$ cat src/rtl/multisim_loopback_pkg.sv
// Shared definitions for the multisim loopback concentrator.
// Stats counters are built only when MULTISIM_LOOPBACK_STATS_EN is defined.
package multisim_loopback_pkg;

    localparam int STAT_W = 32;

    typedef logic [STAT_W-1:0] stat_cnt_t;

    // Channel index width; never zero so a single-channel build still has a tag bit.
    function automatic int ch_w(input int n);
        return (n <= 2) ? 1 : $clog2(n);
    endfunction

endpackage

$ cat src/rtl/multisim_loopback_fifo.sv
// Per-channel FIFO with wrapping pointers and an occupancy counter.
// full/empty are decoded from registered occupancy only.
module multisim_loopback_fifo
    import multisim_loopback_pkg::*;
#(
    parameter int DATA_WIDTH = 64,
    parameter int DEPTH      = 4
) (
    input  logic                  clk,
    input  logic                  rst_n,
    input  logic                  push,
    input  logic [DATA_WIDTH-1:0] push_data,
    input  logic                  pop,
    output logic [DATA_WIDTH-1:0] head_data,
    output logic                  full,
    output logic                  empty
);

    localparam int PTR_W = $clog2(DEPTH);

    logic [PTR_W-1:0]      wr_ptr;
    logic [PTR_W-1:0]      rd_ptr;
    logic [PTR_W:0]        count;
    logic [DATA_WIDTH-1:0] mem [DEPTH];
    logic                  do_push;
    logic                  do_pop;

    assign full      = (count == (PTR_W+1)'(DEPTH));
    assign empty     = (count == '0);
    assign do_push   = push & ~full;
    assign do_pop    = pop & ~empty;
    assign head_data = mem[rd_ptr];

    always_ff @(posedge clk or negedge rst_n) begin
        if (!rst_n) begin
            wr_ptr <= '0;
            rd_ptr <= '0;
            count  <= '0;
        end else begin
            if (do_push) wr_ptr <= wr_ptr + 1'b1;
            if (do_pop)  rd_ptr <= rd_ptr + 1'b1;
            case ({do_push, do_pop})
                2'b10:   count <= count + 1'b1;
                2'b01:   count <= count - 1'b1;
                default: count <= count;
            endcase
        end
    end

    // Storage needs no reset: occupancy alone decides what is valid.
    always_ff @(posedge clk) begin
        if (do_push) mem[wr_ptr] <= push_data;
    end

endmodule

$ cat src/rtl/multisim_loopback_mux.sv
// N-channel loopback concentrator: per-channel FIFOs drained round-robin into one registered beat.
// Define MULTISIM_LOOPBACK_STATS_EN to add per-channel accepted-beat counters on stat_cnt.
module multisim_loopback_mux
    import multisim_loopback_pkg::*;
#(
    parameter int NUM_CH     = 2,
    parameter int DATA_WIDTH = 64,
    parameter int DEPTH      = 4,
    localparam int CH_W      = ch_w(NUM_CH)
) (
    input  logic                         clk,
    input  logic                         rst_n,
    input  logic [NUM_CH-1:0]            in_vld,
    input  logic [NUM_CH*DATA_WIDTH-1:0] in_data,
    output logic [NUM_CH-1:0]            in_rdy,
    output logic                         out_vld,
    output logic [DATA_WIDTH-1:0]        out_data,
    output logic [CH_W-1:0]              out_ch,
    input  logic                         out_rdy
`ifdef MULTISIM_LOOPBACK_STATS_EN
    ,
    output logic [NUM_CH*STAT_W-1:0]     stat_cnt
`endif
);

    // Handshake: a beat moves on any edge where valid & ready are both high; a
    // valid beat holds data stable until taken, and ready never depends on valid.

    logic [NUM_CH-1:0]     push;
    logic [NUM_CH-1:0]     pop;
    logic [NUM_CH-1:0]     full;
    logic [NUM_CH-1:0]     empty;
    logic [DATA_WIDTH-1:0] head [NUM_CH];
    logic [CH_W-1:0]       rr;
    logic                  load;
    logic                  grant_vld;
    logic [CH_W-1:0]       grant_ch;

    assign in_rdy = ~full;
    assign push   = in_vld & ~full;
    assign load   = ~out_vld | out_rdy;

    for (genvar i = 0; i < NUM_CH; i++) begin : g_ch
        assign pop[i] = load & grant_vld & (grant_ch == CH_W'(i));

        multisim_loopback_fifo #(
            .DATA_WIDTH (DATA_WIDTH),
            .DEPTH      (DEPTH)
        ) u_fifo (
            .clk       (clk),
            .rst_n     (rst_n),
            .push      (push[i]),
            .push_data (in_data[i*DATA_WIDTH +: DATA_WIDTH]),
            .pop       (pop[i]),
            .head_data (head[i]),
            .full      (full[i]),
            .empty     (empty[i])
        );
    end

    // First non-empty channel at or above rr, wrapping modulo NUM_CH.
    always_comb begin
        grant_vld = 1'b0;
        grant_ch  = '0;
        for (int k = 0; k < NUM_CH; k++) begin
            int idx;
            idx = int'(rr) + k;
            if (idx >= NUM_CH) idx = idx - NUM_CH;
            if (!grant_vld && !empty[idx]) begin
                grant_vld = 1'b1;
                grant_ch  = CH_W'(idx);
            end
        end
    end

    always_ff @(posedge clk or negedge rst_n) begin
        if (!rst_n) begin
            out_vld  <= 1'b0;
            out_data <= '0;
            out_ch   <= '0;
            rr       <= '0;
        end else if (load) begin
            out_vld <= grant_vld;
            if (grant_vld) begin
                out_data <= head[grant_ch];
                out_ch   <= grant_ch;
                rr       <= (grant_ch == CH_W'(NUM_CH-1)) ? '0 : grant_ch + 1'b1;
            end
        end
    end

`ifdef MULTISIM_LOOPBACK_STATS_EN
    for (genvar i = 0; i < NUM_CH; i++) begin : g_stat
        stat_cnt_t cnt_q;

        // Saturate rather than wrap so a long run never reports a small count.
        always_ff @(posedge clk or negedge rst_n) begin
            if (!rst_n) begin
                cnt_q <= '0;
            end else if (push[i] && (cnt_q != '1)) begin
                cnt_q <= cnt_q + 1'b1;
            end
        end

        assign stat_cnt[i*STAT_W +: STAT_W] = cnt_q;
    end
`endif

endmodule
$ cat config.mk
export PLATFORM = sky130hd
export DESIGN_NAME = multisim_loopback_mux
export DESIGN_NICKNAME = d
export VERILOG_FILES = /design/src/rtl/multisim_loopback_pkg.sv /design/src/rtl/multisim_loopback_fifo.sv /design/src/rtl/multisim_loopback_mux.sv
export SDC_FILE = /design/constraint.sdc
export NUM_CORES = 1
export LEC_CHECK = 0
export CORE_UTILIZATION = 45
export CTS_CLUSTER_DIAMETER = 150
export DETAILED_ROUTE_END_ITERATION = 12
export PLACE_DENSITY = 0.76
export SLEW_MARGIN = 25
export SYNTH_ARGS = -nofsm -noshare
export SYNTH_HDL_FRONTEND = slang
export SYNTH_SLANG_ARGS = --single-unit
export TNS_END_PERCENT = 30
$ cat constraint.sdc
create_clock -name clk -period 2.75 [get_ports clk]
set_input_delay 0.275 -clock clk [delete_from_list [all_inputs] [get_ports clk]]
set_output_delay 0.275 -clock clk [all_outputs]
set_load 0.005 [all_outputs]
-- Word-level counts from Yosys, hierarchy flattened
Memory sizes are Yosys's and may differ from the RTL's.
Cells that the tools add are included.
- bits in registers: 81
- RAM bits: 512
- input port bits: 133
- memories kept: 2
- $add $sub $neg: 12
- $lt $le $gt $ge: 5
- eq/ne operators: 6
- muxes and demuxes: 22
- bitwise logic cells: 17
- reduce and logical (&&, ||, !) cells: 7
- memories (name ; depth ; bits a word ; read ports ; clocked after Yosys merged registers in ; wr ports ; line ; RTL):
    g_ch[0].u_fifo.mem ; 4 ; 64 ; 1 ; 0 ; 1 ; multisim_loopback_fifo.sv:24 ; logic [DATA_WIDTH-1:0] mem [DEPTH];
    g_ch[1].u_fifo.mem ; 4 ; 64 ; 1 ; 0 ; 1 ; multisim_loopback_fifo.sv:24 ;
- operator list (operator ; count):
    $mux 64 ; 3
    $lt 32x3->1 const B ; 2
    $mux 32 ; 2
    $mux 1 ; 15
    $pmux 3 s2 ; 2
    $add 2x1->2 const B ; 4
    $and 1x1->1 ; 7
    $add 3x1->3 const B ; 2
    $eq 3x3->1 const B ; 2
    $logic_not 3->1 ; 2
    $not 1->1 ; 6
    $sub 3x1->3 const B ; 2
    $eq 2x1->1 const B ; 2
    $eq 2x2->1 const B ; 2
    $ge 2x2->1 const B ; 2
    $reduce_bool 2->1 ; 2
    $sub 1x2->3 const B ; 1
    $sub 2x2->3 const B ; 1
    $add 1x1->2 const B ; 1
    $and 2x2->2 ; 1
    $ge 1x2->1 const B ; 1
    $not 1->2 ; 1
    $not 2->2 ; 1
    $reduce_and 2->1 ; 1
    other kinds (4) ; 4

-- Logic depth before layout (Yosys ltp)
Gate-level depths: netlist (run 1).
- depth after elaboration: 14
- gate-level depth with buffers: 9
- depth with buffers taken out: 9

-- By module
From an unflattened synthesis (run 1), not the netlist that was laid out.
- cells, all modules: 979
- area, all modules: 22291.4 um^2
- by module, submodules not included (module ; instances ; cells an instance ; area an instance (um^2) ; seq. area each (um^2)):
    multisim_loopback_fifo ; 2 ; 371 ; 9655.5 ; 7862.5
    multisim_loopback_mux ; 1 ; 237 ; 2980.4 ; 1676.6

-- Worst setup path before layout (run 1)
No wires, ideal clock.
- path kind: reg-to-reg
- start: reg g_ch[1].u_fifo.count[2]
- end: mem g_ch[1].u_fifo.mem[0][0], enable pin
- library setup time: 0.429 ns
- arrival: 2.204 ns
- path slack: 0.117 ns
- stages on the path, launching flop included: 3
- path buffers: 0
- period minus slack after synthesis: 2.633 ns
- cells stage by stage: dfrtp_1 or3b_1 and3_1
- word-level cells in the longest chain between the ends: 6
- elaborated cells between the ends (all ways): 7
- classes of those cells: 1 x eq/ne; 2 x mux; 4 x bitwise
- RTL lines (element ; line ; RTL):
    start: declaration ; multisim_loopback_fifo.sv:23 ; logic [PTR_W:0] count;
    start signal: assignment ; multisim_loopback_fifo.sv:43 ; 2'b10: count <= count + 1'b1;
    start signal: assignment ; multisim_loopback_fifo.sv:44 ; 2'b01: count <= count - 1'b1;
    start signal: assignment ; multisim_loopback_fifo.sv:45 ; default: count <= count;
    $eq 3x3->1 ; multisim_loopback_fifo.sv:28 ; assign full = (count == (PTR_W+1)'(DEPTH));
    $not 2->2 ; -- ;
    via in_rdy[1] ; multisim_loopback_mux.sv:15 ; output logic [NUM_CH-1:0] in_rdy,
    $and 2x2->2 ; multisim_loopback_mux.sv:40 ; assign push = in_vld & ~full;
    $and 1x1->1 ; multisim_loopback_fifo.sv:30 ; assign do_push = push & ~full;
    $mux 1 ; multisim_loopback_fifo.sv:52 ; if (do_push) mem[wr_ptr] <= push_data;
    $mux 1 (not written as such) ; multisim_loopback_fifo.sv:52 ;
    end: declaration ; multisim_loopback_fifo.sv:24 ;
The timed path passes the listed nets, and every way through them passes these cells.

-- Final worst setup path (run 1)
- start: reg g_ch[1].u_fifo.count[0]
- end: reg g_ch[1].u_fifo.count[2]
- word-level cells in the longest chain between the ends: 12
- elaborated cells between the ends (all ways): 28
- classes of those cells: 2 x add/sub; 3 x eq/ne; 11 x mux; 8 x bitwise; 4 x reduce/logical
- RTL lines (element ; line ; RTL):
    $logic_not 3->1 ; multisim_loopback_fifo.sv:29 ; assign empty = (count == '0);
    $mux 1 (not written as such) (3 in a row) ; multisim_loopback_mux.sv:69 ; if (!grant_vld && !empty[idx]) begin
    $logic_not 1->1 ; multisim_loopback_mux.sv:69 ;
    $logic_and 1x1->1 ; multisim_loopback_mux.sv:69 ;
    $mux 1 ; multisim_loopback_mux.sv:69 ;
    $and 1x1->1 (2 in a row) ; multisim_loopback_mux.sv:44 ; assign pop[i] = load & grant_vld & (grant_ch == CH_W'(i));
    $and 1x1->1 ; multisim_loopback_fifo.sv:31 ; assign do_pop = pop & ~empty;
    $eq 2x1->1 or $eq 2x2->1 (tied branches) ; multisim_loopback_fifo.sv:42 ; case ({do_push, do_pop})
    $pmux 3 s2 or $reduce_bool 2->1 (tied branches) ; -- ;
Parallel ways exist; a longest one is shown, timed or not. The select of a mux whose other input is x is not followed.
A chain may end at the register's enable or synchronous reset.

==> run_results.csv, run 1 <==
group,metric,value,unit
timing,max-slew-margin-rel,31.3,%
yosys,synthTopCellsByCount,"512 x edfxtp_1, 128 x mux4_2, 81 x dfrtp_1",
cts,path_clk_slew,0.06,ns
timing,clock.fmax,418,MHz
yosys,synth_most_common_cell,"edfxtp_1",
finish,syn_to_final_growth,23.0,%
grt,antenna_found_initial,5,
yosys,ys_ff_latch,593,
placement,place_congestion,0.747,
route,first_pass_iters,5,
yosys,synth_edf_count,512,
pwr,peakVddDrop,0.668,mV
placement,place_area,25400,µm²
grt,grt_first_pass_wirelength,74200,µm
finish,nets,1361,
floorplan,io_pins,201,
setup_path,slowest_stage,"or3b_1",
finish,layout-drive-gt1-share,22.0,%
pwr,leakage,9.22,nW
cts,cts_buffers,59,
yosys,synth-seq-area-share,78.0,%
setup_path,worstReg2RegEnd,"g_ch[1].u_fifo.count[2]",
cts,post_cts_resized,0,
grt,gr-total-overflow,0,
floorplan,dieArea,50500,µm²
timing,finalMaxSlewViolations,0,
outcome,status,"finished clean",
route,wl_per_cell,25.9,µm
yosys,synth.area.mux_share,13.1,%
timing,final.period_utilization,86.9,%
floorplan,die_x,225,µm
setup_path,cp.required,3.28,ns
grt,grt_pass1_vias,11715,
setup_path,crit_end,"g_ch[1].u_fifo.count[2]",
timing,rsz0062_at_grt,"no",
finish,final_util,56.1,%
yosys,synth_area,22300,µm²
yosys,synth_xor_area_share,0.471,%
timing,skew,0.0209,ns
min_path,min_path_type,"primary input to async pin",
setup_path,critPathMaxFanout,6,
grt,grt_start_max_net_pins,67,
cts,clockBufferDepth,3,
setup_path,cp_data_arrival_time,2.92,ns
setup_path,rr_worst_depth,9,
yosys,async_flop_share,13.7,%
floorplan,placeableCoreArea,49000,µm²
cts,cts_root_buf,"clkbuf_16",
cts,cts_tree,"yes",
cts,cts.htree.levels,2,
finish,final_area,27500,µm²
yosys,synth_area_leader_cell,"edfxtp_1",
setup_path,r2r_setup_slack,0.36,ns
yosys,synth_area_per_cell,22.8,µm²
placement,place.detailed.hpwl,29100,µm
yosys,synth_ff_type,"edfxtp_1",
setup_path,cp-startpoint,"g_ch[1].u_fifo.count[0]",
floorplan,die_h,225,µm
flow_run,maxCapViolations,0,
yosys,synth_adder_area_share,0.740,%
finish,fillers,3603,
cts,clk-insertion-delay-late,0.62,ns
grt,grt_usage,20.2,%
setup_path,path_cells,"or3b_1 > and2_1 > inv_1 > ha_1 > inv_1 > fa_1 > xor2_1 > nor2_1 > xor2_1",
yosys,synth_nets,1126,
timing,max_slew.worst_pin.slew,1.03,ns
pwr,powerDensity,1080,nW/µm²
setup_path,start_kind,"flip-flop",
yosys,netlist_top_cells_area,"edfxtp_1 69%, mux4_2 13%, dfrtp_1 9.1%, a221o_1 2.9%, and4_1 2.5%",
setup_path,critPathKind,"flip-flop to flip-flop",
placement,portBuffers,200,
yosys,synth-simple-area-share,3.14,%
route,viasPerCell,5.76,
floorplan,start_util,45.6,%
yosys,synth_top_family_by_area,"multiplexers",
yosys,synth_compound_area_share,3.10,%
timing,finalSetupTns,0,ns
route,wirelength,50000,µm
route,drc_errors,0,
setup_path,cp-end-kind,"flip-flop",
timing,final-setup-viol-count,0,
cts,cts_sinks,593,
setup_path,max_stage_delay,0.50,ns
route,postRouteAntennaNets,0,
floorplan,rows,81,
route,vias,11116,
yosys,ys_types,32,
yosys,syn_inst,981,
timing,period_needed,2.39,ns
route,dr.first_iter.drc_count,879,
setup_path,r2r_start,"g_ch[1].u_fifo.count[0]",
yosys,synth.top_cell.area_share,68.9,%
finish,antenna_cells,0,
yosys,ys_warn_count,0,
timing,finalHoldViolations,0,
-- routing by layer --
layer | wire length [µm] | part of all wire (%) | GRT usage (%)
met5 | 66 | 0.13 | 0
met2 | 25200 | 50 | 33.8
met4 | 1210 | 2.4 | 6.78
met1 | 20700 | 41 | 26.9
met3 | 2760 | 5.5 | 3.61
-- critical path, delay by kind of cell (launching register included) --
| kind | cells | cell delay [ns] |
|---|---|---|
| buffers and inverters | 2 | 0.14 |
| XOR/XNOR | 2 | 0.31 |
| AND/OR/NAND/NOR | 3 | 0.87 |
| flip-flops | 1 | 0.45 |
| adder cells (fa/ha/maj) | 2 | 0.55 |
-- registers in the layout, indices dropped and copies added (netlist names) --
signal              flops
g_ch.u_fifo.count       6
g_ch.u_fifo.rd_ptr      4
out_data               64
g_ch.u_fifo.wr_ptr      4
g_ch.u_fifo.mem       512
out_ch                  1
rr                      1
out_vld                 1
-- area by class of cell --
type | instances | area [µm²] | share of cell area [%]
timing repair buffer | 237 | 2500 | 9.12
inverter | 12 | 45.0 | 0.164
clock inverter | 31 | 382 | 1.39
clock buffer | 80 | 1630 | 5.92
sequential | 593 | 17400 | 63.4
multi-input combinational | 313 | 4660 | 17.0
tap | 664 | 831 | 3.02
-- what timing repair did --
item | CTS | global route
hold buffers | 1 | 0
buffers inserted | 0 | 0
hold endpoints to repair | 34 | 0
-- logic make-up (layout without fill, tap and decap cells) --
| family | Yosys count | count (layout) |
|---|---|---|
| AO/OA/AOI/OAI | 71 | 71 |
| AND/OR/NAND/NOR | 87 | 87 |
| flip-flops | 593 | 593 |
| XOR/XNOR | 12 | 12 |
| multiplexers | 131 | 131 |
| adder cells (fa/ha/maj) | 12 | 12 |
| buffers and inverters | 75 | 360 |
-- metrics by stage --
step | cells | power (mW) | hold WS [ns] | setup slack, ns
after CTS | 1930 | 30.2 | 0.217 | 0.331
final | 1930 | 29.8 | 0.211 | 0.360
after floorplan | 981 | 18.2 | -0.0206 | 0.117
after global placement | 1818 | 21.6 | 0.306 | 0.456
after detailed placement | 1818 | 21.9 | 0.324 | 0.389
after global routing | 1930 | 31.1 | 0.237 | 0.212
-- placed cells by master (no fill, tap or decap), types with 8 or more instances in the layout --
| master | instances |
|---|---|
| and3_4 | 8 |
| dfrtp_1 | 77 |
| clkinv_2 | 14 |
| edfxtp_1 | 512 |
| and4_1 | 64 |
| mux4_2 | 128 |
| inv_1 | 12 |
| clkbuf_16 | 60 |
| a221o_1 | 64 |
| bufinv_16 | 8 |
| clkbuf_1 | 15 |
| buf_12 | 18 |
| clkdlybuf4s50_1 | 199 |
| buf_4 | 19 |
| ha_1 | 10 |
-- power by group --
group	leakage [nW]	internal (mW)	switching (mW)
registers	5.67	12.1	1.04
clock network	0.987	4.90	3.32
logic	2.57	4.39	4.04
total	9.22	21.4	8.40
-- worst min path at each step --
stage / to / slack (ns) / cells after the start
CTS: out_ch / 0.22 / 2
global route: out_ch / 0.24 / 2
detailed placement: out_ch / 0.32 / 1
finish: out_ch / 0.21 / 2
floorplan: g_ch[0].u_fifo.count[0] / -0.02 / 0
global placement: out_data[12] / 0.31 / 1
Power figures use the tool's default switching activity.
==> inputs of run 2 (changes only) <==
- CORE_MARGIN: default -> 5
==> run 2 against run 1 <==
Effect of this change:
- count of clock-buffer cells in the layout shrank 6
- critical endpoint unchanged
- global-route usage shrank 1.3 points
- wire length grew 2.4%
- largest cell class unchanged
- utilization shrank 0.35 points
- worst setup slack lost 0.019 ns
==> run_results.csv, run 2 (synthesis results as in run 1) <==
group,metric,value,unit
timing,skew,0.0194,ns
route,wl_per_cell,26.4,µm
finish,fillers,3651,
finish,multiInputGateArea,4650,µm²
timing,max_slew.worst_pin.slew,0.948,ns
timing,rsz0062_at_grt,"no",
finish,layout-drive-gt1-share,21.8,%
timing,final.period_utilization,87.6,%
floorplan,io_pins,201,
grt,antenna_found_initial,8,
setup_path,cp-end-kind,"flip-flop",
grt,grt_first_pass_wirelength,76200,µm
finish,regMostFlops,"g_ch.u_fifo.mem",
finish,final_area,27400,µm²
setup_path,rr_worst_depth,9,
timing,finalSetupTns,0,ns
grt,grt_pass1_vias,12056,
route,first_pass_iters,5,
floorplan,dieArea,54200,µm²
grt,grt_start_max_net_pins,67,
finish,mostFrequentLayoutCells,"512 x edfxtp_1, 199 x clkdlybuf4s50_1, 128 x mux4_2",
pwr,leakage,9.16,nW
pwr,powerDensity,1080,nW/µm²
grt,grt_usage,18.9,%
setup_path,cp_data_arrival_time,2.93,ns
timing,max-slew-margin-rel,36.8,%
finish,largest_reg_flops,512,
cts,cts.htree.levels,2,
cts,path_clk_slew,0.06,ns
timing,clock.fmax,415,MHz
setup_path,cp-startpoint,"g_ch[1].u_fifo.count[0]",
timing,finalMaxSlewViolations,0,
placement,place_inst,1819,
cts,cts_tree,"yes",
route,wirelength,51200,µm
timing,period_needed,2.41,ns
floorplan,die_h,233,µm
flow_run,maxCapViolations,0,
min_path,min_path_type,"primary input to async pin",
placement,place_congestion,0.754,
setup_path,crit_end,"g_ch[1].u_fifo.count[2]",
setup_path,start_kind,"flip-flop",
setup_path,r2r_start,"g_ch[1].u_fifo.count[0]",
setup_path,cp.required,3.27,ns
finish,finalNonFillerCells,1934,
floorplan,die_x,233,µm
finish,syn_to_final_growth,22.5,%
finish,final_common_cell,"edfxtp_1",
floorplan,rows,81,
cts,postCtsSetupRepairBufs,0,
route,viasPerCell,5.77,
finish,reg_top3,"g_ch.u_fifo.mem (512), out_data (64), g_ch.u_fifo.count (6)",
timing,finalHoldViolations,0,
placement,place_area,25400,µm²
finish,seqCellArea,17400,µm²
placement,place.detailed.hpwl,30300,µm
floorplan,start_util,45.5,%
route,dr.first_iter.drc_count,1050,
route,vias,11159,
setup_path,critPathKind,"flip-flop to flip-flop",
finish,nets,1361,
placement,portBuffers,200,
floorplan,placeableCoreArea,49100,µm²
route,drc_errors,0,
cts,cts_buffers,58,
setup_path,critPathMaxFanout,6,
pwr,peakVddDrop,0.657,mV
cts,cts_sinks,593,
timing,final-setup-viol-count,0,
cts,cts_root_buf,"clkbuf_16",
outcome,status,"finished clean",
route,postRouteAntennaNets,0,
cts,clockBufferDepth,3,
setup_path,worstReg2RegEnd,"g_ch[1].u_fifo.count[2]",
cts,clk-insertion-delay-late,0.61,ns
setup_path,r2r_setup_slack,0.34,ns
grt,gr-total-overflow,0,
finish,final_util,55.8,%
run 2: report_power, final:
| part | internal [mW] | switching [mW] | total (mW) |
|---|---|---|---|
| clock | 4.51 | 3.27 | 7.78 |
| sequential | 12.1 | 1.21 | 13.3 |
| combinational | 4.39 | 3.97 | 8.36 |
| total | 21.0 | 8.44 | 29.4 |
run 2: critical path: stages (launching register included):
cell and delay [ns]:
dfrtp_1 0.45, or3b_1 0.50, and2_1 0.24, inv_1 0.06, ha_1 0.18, inv_1 0.07, fa_1 0.38, xor2_1 0.15
nor2_1 0.12, xor2_1 0.17
run 2: worst min-delay path by stage:
stage               slack [ns]                         to  depth (start not counted)
finish                    0.26               out_data[10]                          2
global route              0.28  g_ch[1].u_fifo.mem[2][40]                          1
CTS                       0.26  g_ch[0].u_fifo.mem[3][31]                          1
detailed placement        0.37               out_data[11]                          1
global placement          0.36               out_data[11]                          1
floorplan                -0.02    g_ch[0].u_fifo.count[0]                          0
run 2: timing repair:
item,CTS,global route
hold endpoints to repair,41,0
resized for setup,0,0
hold buffers,1,0
run 2: layout make-up:
| type | count | area share, % |
|---|---|---|
| well taps | 664 | 3.04 |
| repair buffers | 238 | 9.14 |
| multi-input cells | 313 | 17.0 |
| clock buffers | 74 | 5.75 |
| diodes | 6 | 0.0549 |
| flip-flops and latches | 593 | 63.7 |
| inverters | 12 | 0.165 |
| clock inverters | 34 | 1.17 |
run 2: through the flow:
step	setup WS [ns]	total power, mW	hold WS, ns
after floorplan	0.117	18.2	-0.0206
after global placement	0.245	21.7	0.362
after detailed placement	0.234	22.0	0.369
after CTS	0.321	29.8	0.256
after global routing	0.244	30.8	0.279
final	0.341	29.4	0.264
run 2: metal layers:
metal  vias to the layer above  part of all wire (%)  GRT usage, %
met5                         -                 0.088             0
met4                         8                   2.3          5.21
met3                        89                   7.7          4.76
met2                       448                    51          32.1
met1                      5908                    39          24.6
li1                       4706                     -             -
==> inputs of run 3 (changes only) <==
- CAP_MARGIN: default -> 0
==> results of run 3 <==
Same layout as run 2: the final DEF is identical, and so are final timing and power.
==> edit (settings of run 1) <==
The parameter `NUM_CH` goes from 2 to 4.
--- a/src/rtl/multisim_loopback_mux.sv
+++ b/src/rtl/multisim_loopback_mux.sv
@@ -5,3 +5,3 @@
 #(
-    parameter int NUM_CH     = 2,
+    parameter int NUM_CH     = 4,
     parameter int DATA_WIDTH = 64,
Interface: changed (resized in_data, in_rdy, in_vld and out_ch); port bits go from 201 to 334. The function was not compared with the original's and may differ.
==> edit against run 1 <==
- the flow now finishes with violations (negative setup slack)
- worst setup slack got worse by 0.47 ns
- power increased by 100%
- design area increased by 93%
- sequential cell count increased by 528
- critical path type unchanged
- count of clock-buffer cells in the layout increased by 51
- cell count increased by 96%
- largest cell class unchanged
- critical endpoint is now g_ch[3].u_fifo.count[2]
- wire length increased by 120%
- via count increased by 100%
- area after synthesis increased by 94%
- combinational power increased by 140%
- utilization decreased by 0.52 points
- worst hold slack got worse by 0.059 ns
- largest power group unchanged
==> edit: results (changes against run 1) <==
\begin{tabular}{lr}
\hline
Metric & Value \\
\hline
\multicolumn{2}{l}{\textbf{Power}} \\
\quad Leakage power total & 17.5 nW (+89\%) \\
\quad Peak supply drop & 0.723 mV (+8.2\%) \\
\quad Net switching component of the power & 18.8 mW (+120\%) \\
\multicolumn{2}{l}{\textbf{Clock network}} \\
\quad Clock insertion delay at the later pin of the skew report & 0.69 ns (+0.07 ns) \\
\multicolumn{2}{l}{\textbf{Cells and area}} \\
\quad Fraction of final layout cells with drive strength greater than 1 & 0.262 (+0.0422) \\
\quad Fraction of cell area in non-clock buffers & 0.0901 (-0.00106) \\
\quad Final non-filler cell total & 3,782 (+96\%) \\
\quad Plain + repair buffers & 442 (+86\%) \\
\quad Top Registers & g\_ch.u\_fifo.mem x1024, out\_data x64, g\_ch.u\_fifo.count x12 \\
\quad Inverters excl. clock & 26 (+14) \\
\multicolumn{2}{l}{\textbf{Timing}} \\
\quad Worst hold margin & 0.152 ns (-0.0588 ns) \\
\quad Setup Viol. Count Final & 4 (+4) \\
\quad Final worst-path setup slack & -0.112 ns (-0.472 ns) \\
\quad Largest clock skew in the final design & 0.0388 ns (+0.0178 ns) \\
\multicolumn{2}{l}{\textbf{Yosys}} \\
\quad Mux cell area share after synthesis & 0.150 (+0.0197) \\
\quad Largest cells by area after synthesis & sky130\_fd\_sc\_hd\_\_edfxtp\_1 71\%, sky130\_fd\_sc\_hd\_\_mux4\_2 13\%, sky130\_fd\_sc\_hd\_\_dfrtp\_1 5.6\% \\
\quad Post-synthesis cell type count & 42 (+31\%) \\
\quad Compound-cell area share of the yosys netlist & 0.0366 (+0.00557) \\
\quad Share of the yosys chip area belonging to registers & 0.766 (-0.0131) \\
\quad Avg Synthesized Cell Area & 21.8 µm² (-4.2\%) \\
\quad Number of flops mapped to enable cells by yosys & 1,024 (+100\%) \\
\multicolumn{2}{l}{\textbf{Worst setup path}} \\
\quad CP max-delay cell & sky130\_fd\_sc\_hd\_\_or3\_4 \\
\quad Max stage delay on crit path & 0.40 ns (-0.10 ns) \\
\quad R2R Setup Slk & -0.11 ns (-0.47 ns) \\
\quad Worst reg2reg path depth & 12 (+3) \\
\multicolumn{2}{l}{\textbf{Placement}} \\
\quad Final RePlAce weighted congestion & 0.918 (+23\%) \\
\quad DP Cell Count & 3,555 (+96\%) \\
\multicolumn{2}{l}{\textbf{Global route}} \\
\quad Maximum number of pins on one net before global-route repair & 68 (+1.5\%) \\
\quad Antenna violations before repair & 43 (+38) \\
\quad GRT Util Overall & 0.221 (+0.0188) \\
\quad Global-route wire length before repair & 157,000 µm (+110\%) \\
\multicolumn{2}{l}{\textbf{Run status}} \\
\quad Failing checks & negative setup slack \\
\quad Result of the run & finished, violations left \\
\hline
\end{tabular}
-- edit: changes by cell type after synthesis, moves of 64 or more --
cell and change:
sky130_fd_sc_hd__mux4_2 +128, sky130_fd_sc_hd__a21oi_1 +66, sky130_fd_sc_hd__nand4_1 +65, sky130_fd_sc_hd__o31ai_1 +64, sky130_fd_sc_hd__edfxtp_1 +512
-- edit: how the worst max path moves through the flow --
stage,start,endpoint,depth (start not counted)
6_report,g_ch[0].u_fifo.count[2],g_ch[3].u_fifo.count[2],12
5_1_grt,g_ch[0].u_fifo.count[2],g_ch[2].u_fifo.count[2],12
4_1_cts,g_ch[1].u_fifo.count[2],g_ch[3].u_fifo.count[2],12
3_5_place_dp,g_ch[1].u_fifo.count[1],g_ch[3].u_fifo.count[2],11
3_3_place_gp,g_ch[1].u_fifo.count[1],g_ch[3].u_fifo.count[2],11
2_1_floorplan,g_ch[0].u_fifo.count[2],g_ch[3].u_fifo.count[2],12
-- edit: power by group through the flow --
stage,registers (mW),logic (mW),clock network (mW)
final,24.4,20.6,14.8
after global placement,24.5,19.4,0
after CTS,24.5,20.1,15.0
after floorplan,24.0,12.5,0
after detailed placement,24.7,19.9,0
after global routing,24.7,21.8,15.7
-- edit: cells by family (layout without fill, tap and decap cells) --
| kind of cell | Yosys count | after routing |
|---|---|---|
| flip-flops | 1121 | 1121 |
| XOR/XNOR | 24 | 24 |
| AND/OR/NAND/NOR | 129 | 130 |
| multiplexers | 322 | 322 |
| other | 0 | 15 |
| buffers and inverters | 153 | 669 |
| AO/OA/AOI/OAI | 211 | 211 |
| adder cells (fa/ha/maj) | 25 | 25 |
-- edit: metrics by stage --
stage,instance area [µm²],TNS (ns),power [mW]
after detailed placement,49000,-0.922,44.6
after floorplan,43300,-0.265,36.4
after global routing,52900,-1.22,62.2
after CTS,52700,-0.246,59.6
final,52900,-0.264,59.9
after global placement,49000,-0.0356,43.9
-- edit: what timing repair did --
item | 4_1_cts | 5_1_grt
pin swaps | 7 | 10
hold endpoints to repair | 39 | 0
gates resized for setup | 14 | 16
setup buffers | 3 | 4
hold buffers | 1 | 0
gates cloned | 0 | 4
setup endpoints to repair | 11 | 73
-- edit: critical path, delay by kind of cell, from the launching register on --
family | cells | cell delay, ns
fa+ha+maj | 3 | 0.57
flops | 1 | 0.39
xor+xnor | 2 | 0.34
buf+inv | 2 | 0.23
simple gates | 4 | 0.94
compound gates | 1 | 0.31
-- edit: metal layers --
layer	routed length, µm	share of wire	GRT usage	vias up
li1	-	-	-	9300
met1	43000	0.39	0.304	11865
met2	52400	0.48	0.338	1103
met3	10700	0.098	0.0635	210
met4	2980	0.027	0.0792	54
met5	337	0.0031	0	-
